==> src/rtl/i2s_master_ctrl_if.sv <==
// i2s_master_ctrl_if: sample-side handshake and codec pin bundle for the I2S master.
// The I2S_UNDERRUN_CNT_EN build adds clr_cnt/underrun_cnt.
interface i2s_master_ctrl_if #(
    parameter int WL = 32
);
    logic          en;
    logic [WL-1:0] tx_left, tx_right;
    logic          tx_valid, tx_ready;
    logic [WL-1:0] rx_left, rx_right;
    logic          rx_valid, underrun;
    logic          aud_bclk, aud_lrc, aud_dacdat, aud_adcdat;
`ifdef I2S_UNDERRUN_CNT_EN
    logic          clr_cnt;
    logic [15:0]   underrun_cnt;
`endif
    modport master(
        input  en, tx_left, tx_right, tx_valid, aud_adcdat,
`ifdef I2S_UNDERRUN_CNT_EN
        input  clr_cnt,
        output underrun_cnt,
`endif
        output tx_ready, rx_left, rx_right, rx_valid, underrun,
        output aud_bclk, aud_lrc, aud_dacdat
    );
    modport slave(
        output en, tx_left, tx_right, tx_valid, aud_adcdat,
`ifdef I2S_UNDERRUN_CNT_EN
        output clr_cnt,
        input  underrun_cnt,
`endif
        input  tx_ready, rx_left, rx_right, rx_valid, underrun,
        input  aud_bclk, aud_lrc, aud_dacdat
    );
endinterface

==> src/rtl/i2s_master_ctrl.sv <==
// i2s_master_ctrl: I2S master generating BCLK/LRCK, serializing stereo TX and deserializing stereo RX.
// Defining I2S_UNDERRUN_CNT_EN adds a saturating underrun counter with clear.
module i2s_master_ctrl #(
    parameter int CLK_DIV = 8,
    parameter int WL      = 32
) (
    input logic               clk,
    input logic               rst,
    i2s_master_ctrl_if.master bus
);
    logic [7:0]    div_cnt_q, div_cnt_d;
    logic [5:0]    bit_cnt_q, bit_cnt_d, p_rx;
    logic          bclk_q, bclk_d, lrc_q, lrc_d, dac_q, dac_d, seen_q, seen_d;
    logic          hold_full_q, hold_full_d, rx_valid_q, rx_valid_d, underrun_q, underrun_d;
    logic [WL-1:0] hold_l_q, hold_l_d, hold_r_q, hold_r_d, frame_l_q, frame_l_d, frame_r_q, frame_r_d;
    logic [WL-1:0] rx_sh_l_q, rx_sh_l_d, rx_sh_r_q, rx_sh_r_d, rx_left_q, rx_left_d, rx_right_q, rx_right_d;
    logic [31:0]   tx_w32, hold_w32;
    logic          wrap, rise, fall, load, take, rx_keep, frame_done;

    always_comb begin
        wrap       = div_cnt_q == 8'(CLK_DIV - 1);
        rise       = bus.en & wrap & ~bclk_q;
        fall       = bus.en & wrap & bclk_q;
        load       = fall & (bit_cnt_q == 6'd0);
        take       = bus.tx_valid & ~hold_full_q;
        p_rx       = bit_cnt_q - 6'd1;
        rx_keep    = {1'b0, p_rx[4:0]} < 6'(WL);
        frame_done = rise & (bit_cnt_q == 6'd0) & seen_q;
        // Left-justify words in the 32-bit slot so slot bits past WL read as zero
        tx_w32     = 32'(bit_cnt_q[5] ? frame_r_q : frame_l_q) << (32 - WL);
        hold_w32   = 32'(hold_l_q) << (32 - WL);
        div_cnt_d  = ~bus.en ? 8'd0 : wrap ? 8'd0 : div_cnt_q + 8'd1;
        bclk_d     = bus.en & (bclk_q ^ wrap);
        bit_cnt_d  = ~bus.en ? 6'd0 : bit_cnt_q + {5'd0, fall};
        lrc_d      = ~bus.en ? 1'b0 : fall ? bit_cnt_d[5] : lrc_q;
        dac_d      = ~bus.en ? 1'b0 : ~fall ? dac_q :
                     load ? hold_full_q & hold_w32[31] : tx_w32[5'd31 - bit_cnt_q[4:0]];
        seen_d     = bus.en & (seen_q | load);
        hold_full_d = (hold_full_q & ~load) | take;
        hold_l_d   = take ? bus.tx_left : hold_l_q;
        hold_r_d   = take ? bus.tx_right : hold_r_q;
        frame_l_d  = load ? (hold_full_q ? hold_l_q : '0) : frame_l_q;
        frame_r_d  = load ? (hold_full_q ? hold_r_q : '0) : frame_r_q;
        underrun_d = load & ~hold_full_q;
        rx_sh_l_d  = (rise & ~p_rx[5] & rx_keep) ? {rx_sh_l_q[WL-2:0], bus.aud_adcdat} : rx_sh_l_q;
        rx_sh_r_d  = (rise & p_rx[5] & rx_keep) ? {rx_sh_r_q[WL-2:0], bus.aud_adcdat} : rx_sh_r_q;
        rx_left_d  = frame_done ? rx_sh_l_d : rx_left_q;
        rx_right_d = frame_done ? rx_sh_r_d : rx_right_q;
        rx_valid_d = frame_done;
    end

    always_ff @(posedge clk or posedge rst) begin
        if (rst) begin
            div_cnt_q   <= '0;
            bit_cnt_q   <= '0;
            bclk_q      <= 1'b0;
            lrc_q       <= 1'b0;
            dac_q       <= 1'b0;
            seen_q      <= 1'b0;
            hold_full_q <= 1'b0;
            hold_l_q    <= '0;
            hold_r_q    <= '0;
            frame_l_q   <= '0;
            frame_r_q   <= '0;
            underrun_q  <= 1'b0;
            rx_sh_l_q   <= '0;
            rx_sh_r_q   <= '0;
            rx_left_q   <= '0;
            rx_right_q  <= '0;
            rx_valid_q  <= 1'b0;
        end else begin
            div_cnt_q   <= div_cnt_d;
            bit_cnt_q   <= bit_cnt_d;
            bclk_q      <= bclk_d;
            lrc_q       <= lrc_d;
            dac_q       <= dac_d;
            seen_q      <= seen_d;
            hold_full_q <= hold_full_d;
            hold_l_q    <= hold_l_d;
            hold_r_q    <= hold_r_d;
            frame_l_q   <= frame_l_d;
            frame_r_q   <= frame_r_d;
            underrun_q  <= underrun_d;
            rx_sh_l_q   <= rx_sh_l_d;
            rx_sh_r_q   <= rx_sh_r_d;
            rx_left_q   <= rx_left_d;
            rx_right_q  <= rx_right_d;
            rx_valid_q  <= rx_valid_d;
        end
    end

`ifdef I2S_UNDERRUN_CNT_EN
    logic [15:0] ucnt_q, ucnt_d;
    always_comb ucnt_d = bus.clr_cnt ? 16'd0 : (underrun_q && ucnt_q != 16'hFFFF) ? ucnt_q + 16'd1 : ucnt_q;
    always_ff @(posedge clk or posedge rst) begin
        if (rst) ucnt_q <= '0;
        else     ucnt_q <= ucnt_d;
    end
    assign bus.underrun_cnt = ucnt_q;
`endif

    assign bus.tx_ready   = ~hold_full_q;
    assign bus.rx_left    = rx_left_q;
    assign bus.rx_right   = rx_right_q;
    assign bus.rx_valid   = rx_valid_q;
    assign bus.underrun   = underrun_q;
    assign bus.aud_bclk   = bclk_q;
    assign bus.aud_lrc    = lrc_q;
    assign bus.aud_dacdat = dac_q;
endmodule

==> src/flat_wrapper.sv <==
// flat-port wrapper written by rule: the top's interface ports become plain ports
module i2s_master_ctrl_flat 
#(
    parameter int CLK_DIV = 8,
    parameter int WL      = 32
)
  (clk, rst, bus_en, bus_tx_left, bus_tx_right, bus_tx_valid, bus_aud_adcdat, bus_tx_ready, bus_rx_left, bus_rx_right, bus_rx_valid, bus_underrun, bus_aud_bclk, bus_aud_lrc, bus_aud_dacdat);
  i2s_master_ctrl_if #(.WL(WL)) bus_i ();
  input logic clk;
  input logic rst;
  input wire logic [$bits(bus_i.en)-1:0] bus_en;
  input wire logic [$bits(bus_i.tx_left)-1:0] bus_tx_left;
  input wire logic [$bits(bus_i.tx_right)-1:0] bus_tx_right;
  input wire logic [$bits(bus_i.tx_valid)-1:0] bus_tx_valid;
  input wire logic [$bits(bus_i.aud_adcdat)-1:0] bus_aud_adcdat;
  output wire logic [$bits(bus_i.tx_ready)-1:0] bus_tx_ready;
  output wire logic [$bits(bus_i.rx_left)-1:0] bus_rx_left;
  output wire logic [$bits(bus_i.rx_right)-1:0] bus_rx_right;
  output wire logic [$bits(bus_i.rx_valid)-1:0] bus_rx_valid;
  output wire logic [$bits(bus_i.underrun)-1:0] bus_underrun;
  output wire logic [$bits(bus_i.aud_bclk)-1:0] bus_aud_bclk;
  output wire logic [$bits(bus_i.aud_lrc)-1:0] bus_aud_lrc;
  output wire logic [$bits(bus_i.aud_dacdat)-1:0] bus_aud_dacdat;
  assign bus_i.en = bus_en;
  assign bus_i.tx_left = bus_tx_left;
  assign bus_i.tx_right = bus_tx_right;
  assign bus_i.tx_valid = bus_tx_valid;
  assign bus_i.aud_adcdat = bus_aud_adcdat;
  assign bus_tx_ready = bus_i.tx_ready;
  assign bus_rx_left = bus_i.rx_left;
  assign bus_rx_right = bus_i.rx_right;
  assign bus_rx_valid = bus_i.rx_valid;
  assign bus_underrun = bus_i.underrun;
  assign bus_aud_bclk = bus_i.aud_bclk;
  assign bus_aud_lrc = bus_i.aud_lrc;
  assign bus_aud_dacdat = bus_i.aud_dacdat;
  i2s_master_ctrl #(.CLK_DIV(CLK_DIV), .WL(WL)) u_core (.clk(clk), .rst(rst), .bus(bus_i));
endmodule
==> config.mk <==
export PLATFORM = sky130hd
export DESIGN_NAME = i2s_master_ctrl_flat
export DESIGN_NICKNAME = d
export VERILOG_FILES = /design/src/rtl/i2s_master_ctrl_if.sv /design/src/rtl/i2s_master_ctrl.sv /design/src/flat_wrapper.sv
export SDC_FILE = /design/constraint.sdc
export NUM_CORES = 1
export LEC_CHECK = 0
export BUFFER_PORTS_ARGS = -buffer_cell sky130_fd_sc_hd__buf_2
export CAP_MARGIN = 20
export CORE_ASPECT_RATIO = 0.75
export CORE_UTILIZATION = 40
export CTS_CLUSTER_SIZE = 40
export DETAILED_ROUTE_END_ITERATION = 10
export PLACE_DENSITY = 0.7
export SLEW_MARGIN = 20
export SYNTH_ARGS = -nofsm -noshare
export SYNTH_HDL_FRONTEND = slang
export SYNTH_SLANG_ARGS = --single-unit
==> constraint.sdc <==
create_clock -name clk -period 34.7 [get_ports clk]
set_input_delay 10.41 -clock clk [delete_from_list [all_inputs] [get_ports clk]]
set_output_delay 10.41 -clock clk [all_outputs]
set_load 0.01 [all_outputs]
==> run_results.csv <==
group,metric,value,unit
grt,grt_pass1_wl,37.00,mm
route,drt_pass1_iterations,6,
worst_setup_path,rrSetupSlack,31430,ps
grt,grt_max_degree,143,
grt,track_usage,0.1592,
timing,rsz0062_at_grt,"no",
logic_synthesis,syn-mean-instance-area,13.62,µm²
logic_synthesis,synthMuxAreaShare,0.2383,
logic_synthesis,synth_area_leaders,"dfrtp_1 62%, mux2_2 16%, nand2_1 4.5%",
power,seq_power_share,0.500,
logic_synthesis,synth_fp_nets,896,
route,routed_wl,22.19,mm
logic_synthesis,async_flop_share,1.000,
floorplanning,num_io_pins,139,
timing,slew_headroom,0.3472,
worst_setup_path,reg2reg_from,"u_core.div_cnt_q[0]$_DFF_PP0_",
power,p_int,572.8,µW
cells_and_area,area_growth,17.41,%
clock_tree,cts_buffers,29,
power,ir_drop,0.00003611,V
timing,fin_hold_ws,473.8,ps
logic_synthesis,synthDistinctLibCells,42,
timing,timing.fmax,80.33,MHz
logic_synthesis,synth_top_area_share,0.6175,
worst_setup_path,path_common_cell,"mux2_2",
worst_setup_path,slowest_delay,720,ps
logic_synthesis,synth_edf_count,0,
route,vias,6563,
timing,skew,8.245,ps
route,avgViaCountPerCell,4.957,
timing,finalCritPeriodShare,0.3588,
worst_hold_path,min_to,"u_core.frame_l_q[12]$_DFFE_PP0P_",
logic_synthesis,synth-simple-area-share,0.07144,
floorplanning,die_w,195.4,µm
grt,grt_pass1_vias,6870,
power,pwr-share-comb,0.075,
floorplanning,fp.dieH,147.1,µm
clock_tree,cts_resized,0,
logic_synthesis,synth-seq-cells,277,
floorplanning,start_util,0.4118,
worst_hold_path,hp-start,"u_core.frame_l_q[12]$_DFFE_PP0P_",
placement,gp_congestion,0.7682,
cells_and_area,drive_gt1_frac,0.4233,
worst_setup_path,cp_slowest_cell,"nand3_2",
grt,antenna_found_initial,3,
route,wl_per_cell,16.76,µm
route,route.antenna.remaining_nets,0,
clock_tree,clkLatencyLatePin,540,ps
logic_synthesis,synth_fa_ha_area_frac,0.003344,
placement,place_hpwl,13.99,mm
outcome,status,"finished, final reports clean",
power,total_leakage_power,0.006640,µW
timing,maxSlewViolCount,0,
power,clock_power_share,0.425,
worst_setup_path,critPathArrivalTime,12870,ps
worst_hold_path,min_path_cells,2,
worst_setup_path,endpoint_kind,"flop",
logic_synthesis,syn-instance-count,824,
logic_synthesis,synth_xor_area_frac,0.008582,
clock_tree,cts_tree,"done",
worst_setup_path,worstSetupPathType,"primary input to flop",
power,powerDensity,56.09,nW/µm²
timing,totalNegativeSetupSlack,0,ps
worst_setup_path,r2r_end,"u_core.bus.rx_left[16]$_DFFE_PP0P_",
timing,min_period,12450,ps
logic_synthesis,synth_top_family_by_area,"multiplexers",
worst_setup_path,critPathRequiredTime,35120,ps
cells_and_area,final_nets,1023,
logic_synthesis,synth_top_area_cell,"dfrtp_1",
clock_tree,cts_root_buf,"clkbuf_16",
logic_synthesis,synth_warnings,0,
timing,worst_slew_pin_slew,979.1,ps
clock_tree,cts_buffer_depth,3,
route,drt-initial-drc-count,367,
power,p_switching,166.5,µW
clock_tree,clk_pin_slew_worst_paths,60,ps
floorplanning,die_area,28750,µm²
power,p_sw_frac,0.2252,
grt,overflow,0,
timing,setup_viol,0,
logic_synthesis,ys.flop_type,"dfrtp_1",
worst_setup_path,path_cells,"buf_2 -> clkinv_1 -> nor4_2 -> nand3_2 -> mux2_2 -> mux2_2",
clock_tree,holdBufCountCts,0,
worst_setup_path,startpoint_type,"primary input",
logic_synthesis,ys_seq_area_frac,0.6175,
floorplanning,core,27260,µm²
worst_hold_path,hold_class,"flop to flop",
worst_setup_path,rr_worst_depth,6,
clock_tree,clock-sinks,277,
run,cap_viol_max_count,0,
floorplanning,rows,52,
clock_tree,postCtsSetupRepairBufs,0,
route,drc,0,
timing,hold_violations,0,
logic_synthesis,syn_area,11230,µm²
cells_and_area,final_common_cell,"dfrtp_1",
placement,port_buffers,138,
clock_tree,htreeDepth,1,
worst_setup_path,path_max_fanout,32,
logic_synthesis,synth_compound_gate_area_share,0.03812,
cells_and_area,layout_common_cells,"276 x dfrtp_1, 164 x mux2_2, 138 x buf_2, 136 x nand2_1, 66 x o21ai_0",
## how the worst max path moves through the flow
stage	from	end	depth (start not counted)
global route	bus_en	u_core.bus.rx_left[16]$_DFFE_PP0P_	6
floorplan	rst	u_core.bit_cnt_q[0]$_DFF_PP0_	1
global placement	bus_en	u_core.bus.rx_left[16]$_DFFE_PP0P_	6
CTS	bus_en	u_core.bus.rx_left[16]$_DFFE_PP0P_	6
detailed placement	bus_en	u_core.bus.rx_left[16]$_DFFE_PP0P_	6
finish	bus_en	u_core.bus.rx_left[16]$_DFFE_PP0P_	6
## cells by family (layout without fill, tap and decap cells)
| kind of cell | after synthesis | count (layout) |
|---|---|---|
| AO/OA/AOI/OAI | 77 | 77 |
| XOR/XNOR | 11 | 11 |
| adder cells (fa/ha/maj) | 3 | 3 |
| buffers and inverters | 56 | 203 |
| flip-flops | 277 | 277 |
| multiplexers | 213 | 213 |
| other | 0 | 2 |
| AND/OR/NAND/NOR | 187 | 187 |
## cells in the mapped netlist, types with 3 or more instances
cell type / number
dfrtp_1: 277
mux2_2: 164
nand2_1: 136
o21ai_0: 66
clkbuf_1: 32
mux2_4: 30
mux4_2: 15
nor2_1: 15
buf_2: 12
nand3_1: 11
xor2_1: 6
and3_1: 5
inv_1: 5
nor2b_1: 5
xnor2_1: 5
buf_6: 4
mux2i_1: 4
ha_1: 3
## critical path: cells and delay by family
kind	cells	cell delay [ps]
simple gates	2	1180
mux	2	830
buf+inv	2	430
## power by group through the flow
| stage | Sequential, µW | Combinational, µW | Clock, µW |
|---|---|---|---|
| 2_1_floorplan | 369 | 44.2 | 0 |
| 3_3_place_gp | 374 | 55.3 | 0 |
| 3_5_place_dp | 375 | 57.0 | 0 |
| 4_1_cts | 369 | 57.4 | 324 |
| 5_1_grt | 373 | 64.2 | 335 |
| 6_report | 369 | 55.8 | 314 |
## through the flow
step | util | total power (µW) | setup slack (ps) | instances | cell area (µm²)
floorplan | - | 413.6 | 16650 | 824 | 11230
global placement | 0.4477 | 429.2 | 21730 | 1271 | 12200
detailed placement | 0.4477 | 431.9 | 21670 | 1271 | 12200
CTS | 0.4832 | 750.3 | 22230 | 1322 | 13170
global route | 0.4834 | 773.0 | 22080 | 1323 | 13180
finish | 0.4835 | 739.2 | 22250 | 1324 | 13180
## area by class of cell
class / count / area (µm²)
fill: 2357 / 14080
sequential: 277 / 6933
multi-input combinational: 491 / 4051
clock buffer: 38 / 789.5
timing repair buffer: 146 / 754.5
tap: 351 / 439.2
clock inverter: 13 / 177.7
inverter: 6 / 30.03
antenna: 2 / 5.005
## registers in the layout, indices dropped and copies added (netlist names), 32 cells and up
signal               flops
u_core.bus.rx_left      32
u_core.bus.rx_right     32
u_core.hold_r_q         32
u_core.frame_l_q        32
u_core.frame_r_q        32
u_core.hold_l_q         32
u_core.rx_sh_l_q        32
u_core.rx_sh_r_q        32
## routing by layer
metal | GRT usage | up-vias | share of wire
li1 | - | 3116 | -
met1 | 0.2352 | 3289 | 0.49
met2 | 0.2368 | 118 | 0.44
met3 | 0.03627 | 38 | 0.050
met4 | 0.04055 | 2 | 0.021
met5 | 0 | - | 0.00059
Power figures use the tool's default switching activity.
